--- src/rtl/DTEngine_Types.sv ---
// Shared engine types: shell soft-register bundles and router constants.
// Imported by every CSR-facing block.
package DTEngine_Types;

  localparam int SR_AW = 32;

  localparam logic [63:0] SOFTREG_TIMEOUT_DATA = 64'hDEAD_DEAD_DEAD_DEAD;
  localparam logic [63:0] SOFTREG_MISS_DATA = 64'hFFFF_FFFF_FFFF_FFFF;

  typedef struct packed {
    logic             valid;
    logic             isWrite;
    logic [SR_AW-1:0] addr;
    logic [63:0]      data;
  } SoftRegReq;

  typedef struct packed {
    logic        valid;
    logic [63:0] data;
  } SoftRegResp;

  typedef enum logic {
    SR_IDLE,
    SR_WAIT
  } softreg_state_t;

endpackage

--- src/rtl/softreg_decode.sv ---
// Soft-register window decoder: address -> {hit, slave index}.
// Addresses below the base are a miss rather than wrapping.
module softreg_decode
  import DTEngine_Types::*;
#(
  parameter int AW         = SR_AW,
  parameter int NUM_SLAVES = 4,
  parameter int BASE_ADDR  = 200,
  parameter int WINDOW     = 32,
  parameter int IW         = (NUM_SLAVES > 1) ? $clog2(NUM_SLAVES) : 1
) (
  input  logic [AW-1:0] addr,
  output logic          hit,
  output logic [IW-1:0] idx
);

  logic [AW-1:0] off;
  logic [AW-1:0] q;

  always_comb begin
    off = addr - AW'(BASE_ADDR);
    q   = off / AW'(WINDOW);
    hit = (addr >= AW'(BASE_ADDR)) && (q < AW'(NUM_SLAVES));
    idx = q[IW-1:0];
  end

endmodule

--- src/rtl/softreg_router.sv ---
// Shares the shell soft-register channel among several CSR slaves.
// One read in flight with timeout; a 1-entry skid keeps requests ordered.
module softreg_router
  import DTEngine_Types::*;
#(
  parameter int NUM_SLAVES     = 4,
  parameter int BASE_ADDR      = 200,
  parameter int WINDOW         = 32,
  parameter int TIMEOUT_CYCLES = 64
) (
  input  logic        clk,
  input  logic        rst_n,
  input  SoftRegReq   host_req,
  output SoftRegResp  host_resp,
  output SoftRegReq   slv_req [NUM_SLAVES],
  input  SoftRegResp  slv_resp [NUM_SLAVES],
  output logic        busy,
  output logic [31:0] num_timeouts,
  output logic [31:0] num_decode_errs,
  output logic [31:0] num_dropped,
  output logic [31:0] num_stray_resps
);

  localparam int IW = (NUM_SLAVES > 1) ? $clog2(NUM_SLAVES) : 1;
  localparam int TW = (TIMEOUT_CYCLES > 1) ? $clog2(TIMEOUT_CYCLES) : 1;

  softreg_state_t state, state_nx;
  SoftRegReq      req_q, skid_q, skid_nx, cur;
  SoftRegResp     resp_nx;
  logic [IW-1:0]  tgt, tgt_nx, idx;
  logic [TW-1:0]  timer, timer_nx;
  logic           hit, fwd, stray;
  logic           to_inc, de_inc, drop_inc;

  // A held skid entry is older than the registered host request.
  assign cur  = skid_q.valid ? skid_q : req_q;
  assign fwd  = (state == SR_IDLE) && cur.valid && hit;
  assign busy = (state == SR_WAIT);

  softreg_decode #(
    .AW        (SR_AW),
    .NUM_SLAVES(NUM_SLAVES),
    .BASE_ADDR (BASE_ADDR),
    .WINDOW    (WINDOW),
    .IW        (IW)
  ) u_dec (
    .addr(cur.addr),
    .hit (hit),
    .idx (idx)
  );

  always_comb begin
    stray = 1'b0;
    for (int j = 0; j < NUM_SLAVES; j++) begin
      slv_req[j]       = cur;
      slv_req[j].valid = fwd && (idx == IW'(j));
      if (slv_resp[j].valid &&
          (state == SR_IDLE || tgt != IW'(j)))
        stray = 1'b1;
    end
  end

  always_comb begin
    state_nx = state;
    skid_nx  = skid_q;
    tgt_nx   = tgt;
    timer_nx = timer;
    resp_nx  = '{valid: 1'b0, data: host_resp.data};
    to_inc   = 1'b0;
    de_inc   = 1'b0;
    drop_inc = 1'b0;
    unique case (state)
      SR_IDLE: begin
        skid_nx = skid_q.valid ? req_q : '0;
        if (cur.valid) begin
          if (!hit) begin
            de_inc = 1'b1;
            if (!cur.isWrite)
              resp_nx = '{valid: 1'b1, data: SOFTREG_MISS_DATA};
          end else if (!cur.isWrite) begin
            state_nx = SR_WAIT;
            tgt_nx   = idx;
            timer_nx = TW'(TIMEOUT_CYCLES - 1);
          end
        end
      end
      SR_WAIT: begin
        if (req_q.valid) begin
          if (skid_q.valid) drop_inc = 1'b1;
          else              skid_nx  = req_q;
        end
        if (slv_resp[tgt].valid) begin
          resp_nx  = '{valid: 1'b1, data: slv_resp[tgt].data};
          state_nx = SR_IDLE;
        end else if (timer == '0) begin
          resp_nx  = '{valid: 1'b1, data: SOFTREG_TIMEOUT_DATA};
          to_inc   = 1'b1;
          state_nx = SR_IDLE;
        end else begin
          timer_nx = timer - 1'b1;
        end
      end
    endcase
  end

  always_ff @(posedge clk) begin
    if (!rst_n) begin
      state           <= SR_IDLE;
      req_q           <= '0;
      skid_q          <= '0;
      tgt             <= '0;
      timer           <= '0;
      host_resp       <= '0;
      num_timeouts    <= '0;
      num_decode_errs <= '0;
      num_dropped     <= '0;
      num_stray_resps <= '0;
    end else begin
      state           <= state_nx;
      req_q           <= host_req;
      skid_q          <= skid_nx;
      tgt             <= tgt_nx;
      timer           <= timer_nx;
      host_resp       <= resp_nx;
      num_timeouts    <= num_timeouts + {31'd0, to_inc};
      num_decode_errs <= num_decode_errs + {31'd0, de_inc};
      num_dropped     <= num_dropped + {31'd0, drop_inc};
      num_stray_resps <= num_stray_resps + {31'd0, stray};
    end
  end

endmodule
--- config.mk ---
export PLATFORM = sky130hd
export DESIGN_NAME = softreg_router
export DESIGN_NICKNAME = d
export VERILOG_FILES = /design/src/rtl/DTEngine_Types.sv /design/src/rtl/softreg_decode.sv /design/src/rtl/softreg_router.sv
export SDC_FILE = /design/constraint.sdc
export NUM_CORES = 1
export LEC_CHECK = 0
export CORE_AREA = 2 2 372 374
export DETAILED_ROUTE_END_ITERATION = 10
export DIE_AREA = 0 0 374 376
export GPL_ROUTABILITY_DRIVEN = 0
export PLACE_DENSITY = 0.36
export RECOVER_POWER = 100
export SYNTH_ARGS = -nofsm -noshare
export SYNTH_HDL_FRONTEND = slang
export SYNTH_SLANG_ARGS = --single-unit
--- constraint.sdc ---
create_clock -name clk -period 4.95 [get_ports clk]
set_input_delay 0.495 -clock clk [delete_from_list [all_inputs] [get_ports clk]]
set_output_delay 0.495 -clock clk [all_outputs]
set_load 0.02 [all_outputs]
==> results.yml <==
grt:
  globalRoute.totalOverflow: 0
  antenna_found_initial: 33
  global_route_total_usage_across_every_layer: 0.137
  grt_pass1_wl_um: 138000
  first_global_vias: 17700
  grt_max_degree: 98
cts:
  clk_pin_slew_worst_paths_ns: 0.06
  htree_levels: 2
  cts_setup_buffers: 0
  insertion_delay_ns: 0.65
  clockRootBuffer: "sky130_fd_sc_hd__clkbuf_16"
  cts_buffers: 54
  numClockSinks: 398
  cts.hold.buffers_added: 0
  cts.path.max_buffers: 3
  tritoncts: "done"
synth:
  syn_area_per_cell_um2: 9.17
  synth.top_cell.area_share: 0.404
  synth.ff_latch_count: 398
  synth-main-ff-cell: "sky130_fd_sc_hd__dfxtp_1"
  synthTopCellsByArea: "sky130_fd_sc_hd__dfxtp_1, sky130_fd_sc_hd__buf_4, sky130_fd_sc_hd__mux4_2, sky130_fd_sc_hd__mux2_2, sky130_fd_sc_hd__nand2_1"
  ys.warnings.count: 0
  synth_instances: 2151
  synth_cell_type_count: 57
  synth-seq-area-share: 0.404
  yosysMostFrequentCell: "sky130_fd_sc_hd__dfxtp_1"
  synth_enable_flop_cells: 0
  synthesis.nets: 2521
  post_synth_instance_area_mm2: 0.0197
  ys_top_cells_by_count: "sky130_fd_sc_hd__dfxtp_1, sky130_fd_sc_hd__buf_4, sky130_fd_sc_hd__nand2_1, sky130_fd_sc_hd__a21oi_1, sky130_fd_sc_hd__nor2_1"
  synth_async_sr_flop_share: 0
  synth_top_area_cell: "sky130_fd_sc_hd__dfxtp_1"
routing:
  number_of_detailed_routing_iterations_run_before_antenna_repair: 5
  ant_nets: 0
  post_drt_via_cell_ratio: 3.81
  avgRoutedWirePerCell_um: 21.6
  detailroute.via_count: 17600
  drt_iter0_drc: 709
  drt_wl_total_um: 100000
  drcViolationCount: 0
pwr:
  clockPowerShare: 0.475
  seq_power_share: 0.375
  comb_power_share: 0.150
  p_int_w: 0.00655
  leakage_nw: 11.7
  vdd.ir_drop.worst_v: 0.000263
  total_power_w: 0.00892
  swShare: 0.266
  power_switching_w: 0.00237
  p_per_area_mw_per_mm2: 288
sta:
  worstMarginPinSlew_ns: 3.31
  tns_ns: 0
  min_period_ns: 4.65
  number_of_max_slew_violations_in_the_final_report: 250
  finalHoldViolCount: 0
  fmax_mhz: 215
  skew_ns: 0.0249
  timing.slew.headroom: -1.21
  grt_setup_unrepaired: "no"
  report.final.setup_viol: 0
  fin_crit_sh: 0.939
place:
  numPlacedInstances: 4513
  place.detailed.hpwl_um: 77000
  io_buffers: 945
layout:
  filler_cell_count: 14900
  nets: 3145
  area_delta_synth_final_pct: 57.3
  final_cell_count_no_fill: 4629
  drive_gt1_frac: 0.0859
setup_path:
  timing.reg2reg.worst_path_depth: 14
  worst-r2r-setup-slack_ns: 0.49
  startpoint_type: "flip-flop"
  cp.buffers_inverters: 3
  signal_arrival_time_at_the_worst_endpoint_ns: 4.15
  slowest_stage_cell_on_the_critical_path: "sky130_fd_sc_hd__clkbuf_2"
  critical_path_sink_type: "output pin"
  timing.critical_path.to: "slv_req[96]"
  critical_path_required_ns: 4.45
  worstReg2RegStart: "skid_q[97]"
  setup.worst_path.start: "skid_q[97]"
  cp_top_family: "buffers and inverters"
  worstReg2RegEnd: "num_decode_errs[30]"
  cp.depth: 4
  ordered_list_of_cells_on_the_worst_path: "buf_4, clkbuf_2, mux2_1, clkdlybuf4s50_1"
  cp_max_fo: 45
  worstSetupPathType: "flip-flop to output pin"
  max_stage_delay_ns: 1.12
status:
  status: "complete, but fails checks"
  failed_checks: "max-capacitance violations, max-slew violations"
floorplanning:
  core.rowCount: 136
  design.core.area_mm2: 0.137
  starting_density_of_the_core: 0.144
  dieWidth_um: 374
  die_h_um: 376
  die_area_mm2: 0.141
  top_level_ports: 946
hold_path:
  hold_path.class: "primary input to flip-flop"
job:
  drv.max_cap_violation_count: 5
==> how the worst min path moves through the flow <==
stage | slack, ns | to | depth (start not counted) | start
after floorplan | 0.43 | skid_q[0] | 2 | skid_q[0]
after global placement | 0.43 | skid_q[15] | 2 | skid_q[15]
after detailed placement | 0.44 | skid_q[26] | 2 | skid_q[26]
after CTS | 0.19 | num_dropped[7] | 2 | rst_n
after global routing | 0.22 | num_decode_errs[17] | 2 | rst_n
final | 0.24 | num_decode_errs[17] | 2 | rst_n
==> cell usage in the layout (no fill, tap or decap), types with 53 or more instances in the layout <==
| master | Yosys | final |
|---|---|---|
| sky130_fd_sc_hd__clkbuf_16 | 0 | 54 |
| sky130_fd_sc_hd__nor2_1 | 124 | 123 |
| sky130_fd_sc_hd__a21oi_1 | 130 | 130 |
| sky130_fd_sc_hd__clkdlybuf4s50_1 | 0 | 418 |
| sky130_fd_sc_hd__nand3_1 | 58 | 57 |
| sky130_fd_sc_hd__xor2_1 | 58 | 58 |
| sky130_fd_sc_hd__o22ai_1 | 54 | 54 |
| sky130_fd_sc_hd__mux2_1 | 0 | 53 |
| sky130_fd_sc_hd__mux4_2 | 64 | 64 |
| sky130_fd_sc_hd__dlygate4sd3_1 | 0 | 523 |
| sky130_fd_sc_hd__dfxtp_1 | 398 | 396 |
| sky130_fd_sc_hd__nand2_1 | 250 | 250 |
| sky130_fd_sc_hd__o21ai_0 | 74 | 73 |
| sky130_fd_sc_hd__and2_0 | 0 | 64 |
| sky130_fd_sc_hd__and2_1 | 121 | 57 |
| sky130_fd_sc_hd__or3_1 | 56 | 56 |
==> routing by layer <==
metal	part of all wire	global-route usage	wire [um]	vias to the layer above
li1	-	-	-	8417
met1	0.40	0.155	40000	8346
met2	0.47	0.230	47500	709
met3	0.095	0.0567	9510	131
met4	0.029	0.0475	2930	14
met5	0.0023	0.00755	233	-
==> cell type report <==
class / count / area, um2 / share of cell area
diodes: 18 / 45.0 / 0.00145
clock buffers: 75 / 1550 / 0.0500
clock inverters: 23 / 352 / 0.0113
inverters: 28 / 110 / 0.00355
multi-input cells: 1310 / 9010 / 0.290
flip-flops and latches: 398 / 7980 / 0.257
well taps: 1794 / 2240 / 0.0724
repair buffers: 983 / 9740 / 0.314
==> state kept, by name, summed over array words and instances, names as in the netlist, 2 cells and up <==
register / count
req_q: 98
skid_q: 98
host_resp: 65
num_decode_errs: 32
num_dropped: 32
num_stray_resps: 32
num_timeouts: 32
timer: 6
tgt: 2
==> cell families (layout without fill, tap and decap cells) <==
logic type               Yosys count  count (layout)  synth area share
buffers and inverters            443            1109             0.142
XOR/XNOR                         106             106            0.0471
adder cells (fa/ha/maj)           10              10           0.00634
flip-flops                       398             398             0.404
other                              0              18                 0
multiplexers                     167             167             0.131
AO/OA/AOI/OAI                    311             311            0.0908
AND/OR/NAND/NOR                  716             716             0.179
==> worst reg2reg max path: stages, from the launching register on <==
cell and delay, ns:
sky130_fd_sc_hd__dfxtp_4 0.35, sky130_fd_sc_hd__buf_4 0.31, sky130_fd_sc_hd__nor3b_1 0.47, sky130_fd_sc_hd__nor2_1 0.16, sky130_fd_sc_hd__nor4_4 0.37, sky130_fd_sc_hd__mux2i_1 0.47
sky130_fd_sc_hd__nor4b_4 0.14, sky130_fd_sc_hd__nor2_1 0.23, sky130_fd_sc_hd__ha_1 0.24, sky130_fd_sc_hd__ha_1 0.25, sky130_fd_sc_hd__nand2_1 0.17, sky130_fd_sc_hd__nor4_1 0.39
sky130_fd_sc_hd__nand4_1 0.30, sky130_fd_sc_hd__or3_1 0.42, sky130_fd_sc_hd__a21oi_1 0.14
==> stage by stage <==
step,setup WS (ns),hold WS [ns],cell area [um2],util
after floorplan,1.11,0.428,19700,-
after global placement,0.354,0.434,29100,0.213
after detailed placement,0.342,0.440,29100,0.213
after CTS,0.0346,0.186,31000,0.227
after global routing,0.00141,0.216,31000,0.227
final,0.301,0.241,31000,0.227
==> power groups by stage <==
stage | Combinational, W | Sequential (W) | Clock, W
after floorplan | 0.000655 | 0.00346 | 0
after global placement | 0.00145 | 0.00341 | 0
after detailed placement | 0.00144 | 0.00341 | 0
after CTS | 0.00145 | 0.00334 | 0.00444
after global routing | 0.00142 | 0.00335 | 0.00454
final | 0.00134 | 0.00334 | 0.00424
==> repair_timing <==
item,in CTS,in global routing
setup endpoints to repair,2,1
gates resized for setup,2,3
gates cloned,0,0
Power figures use the tool's default switching activity.
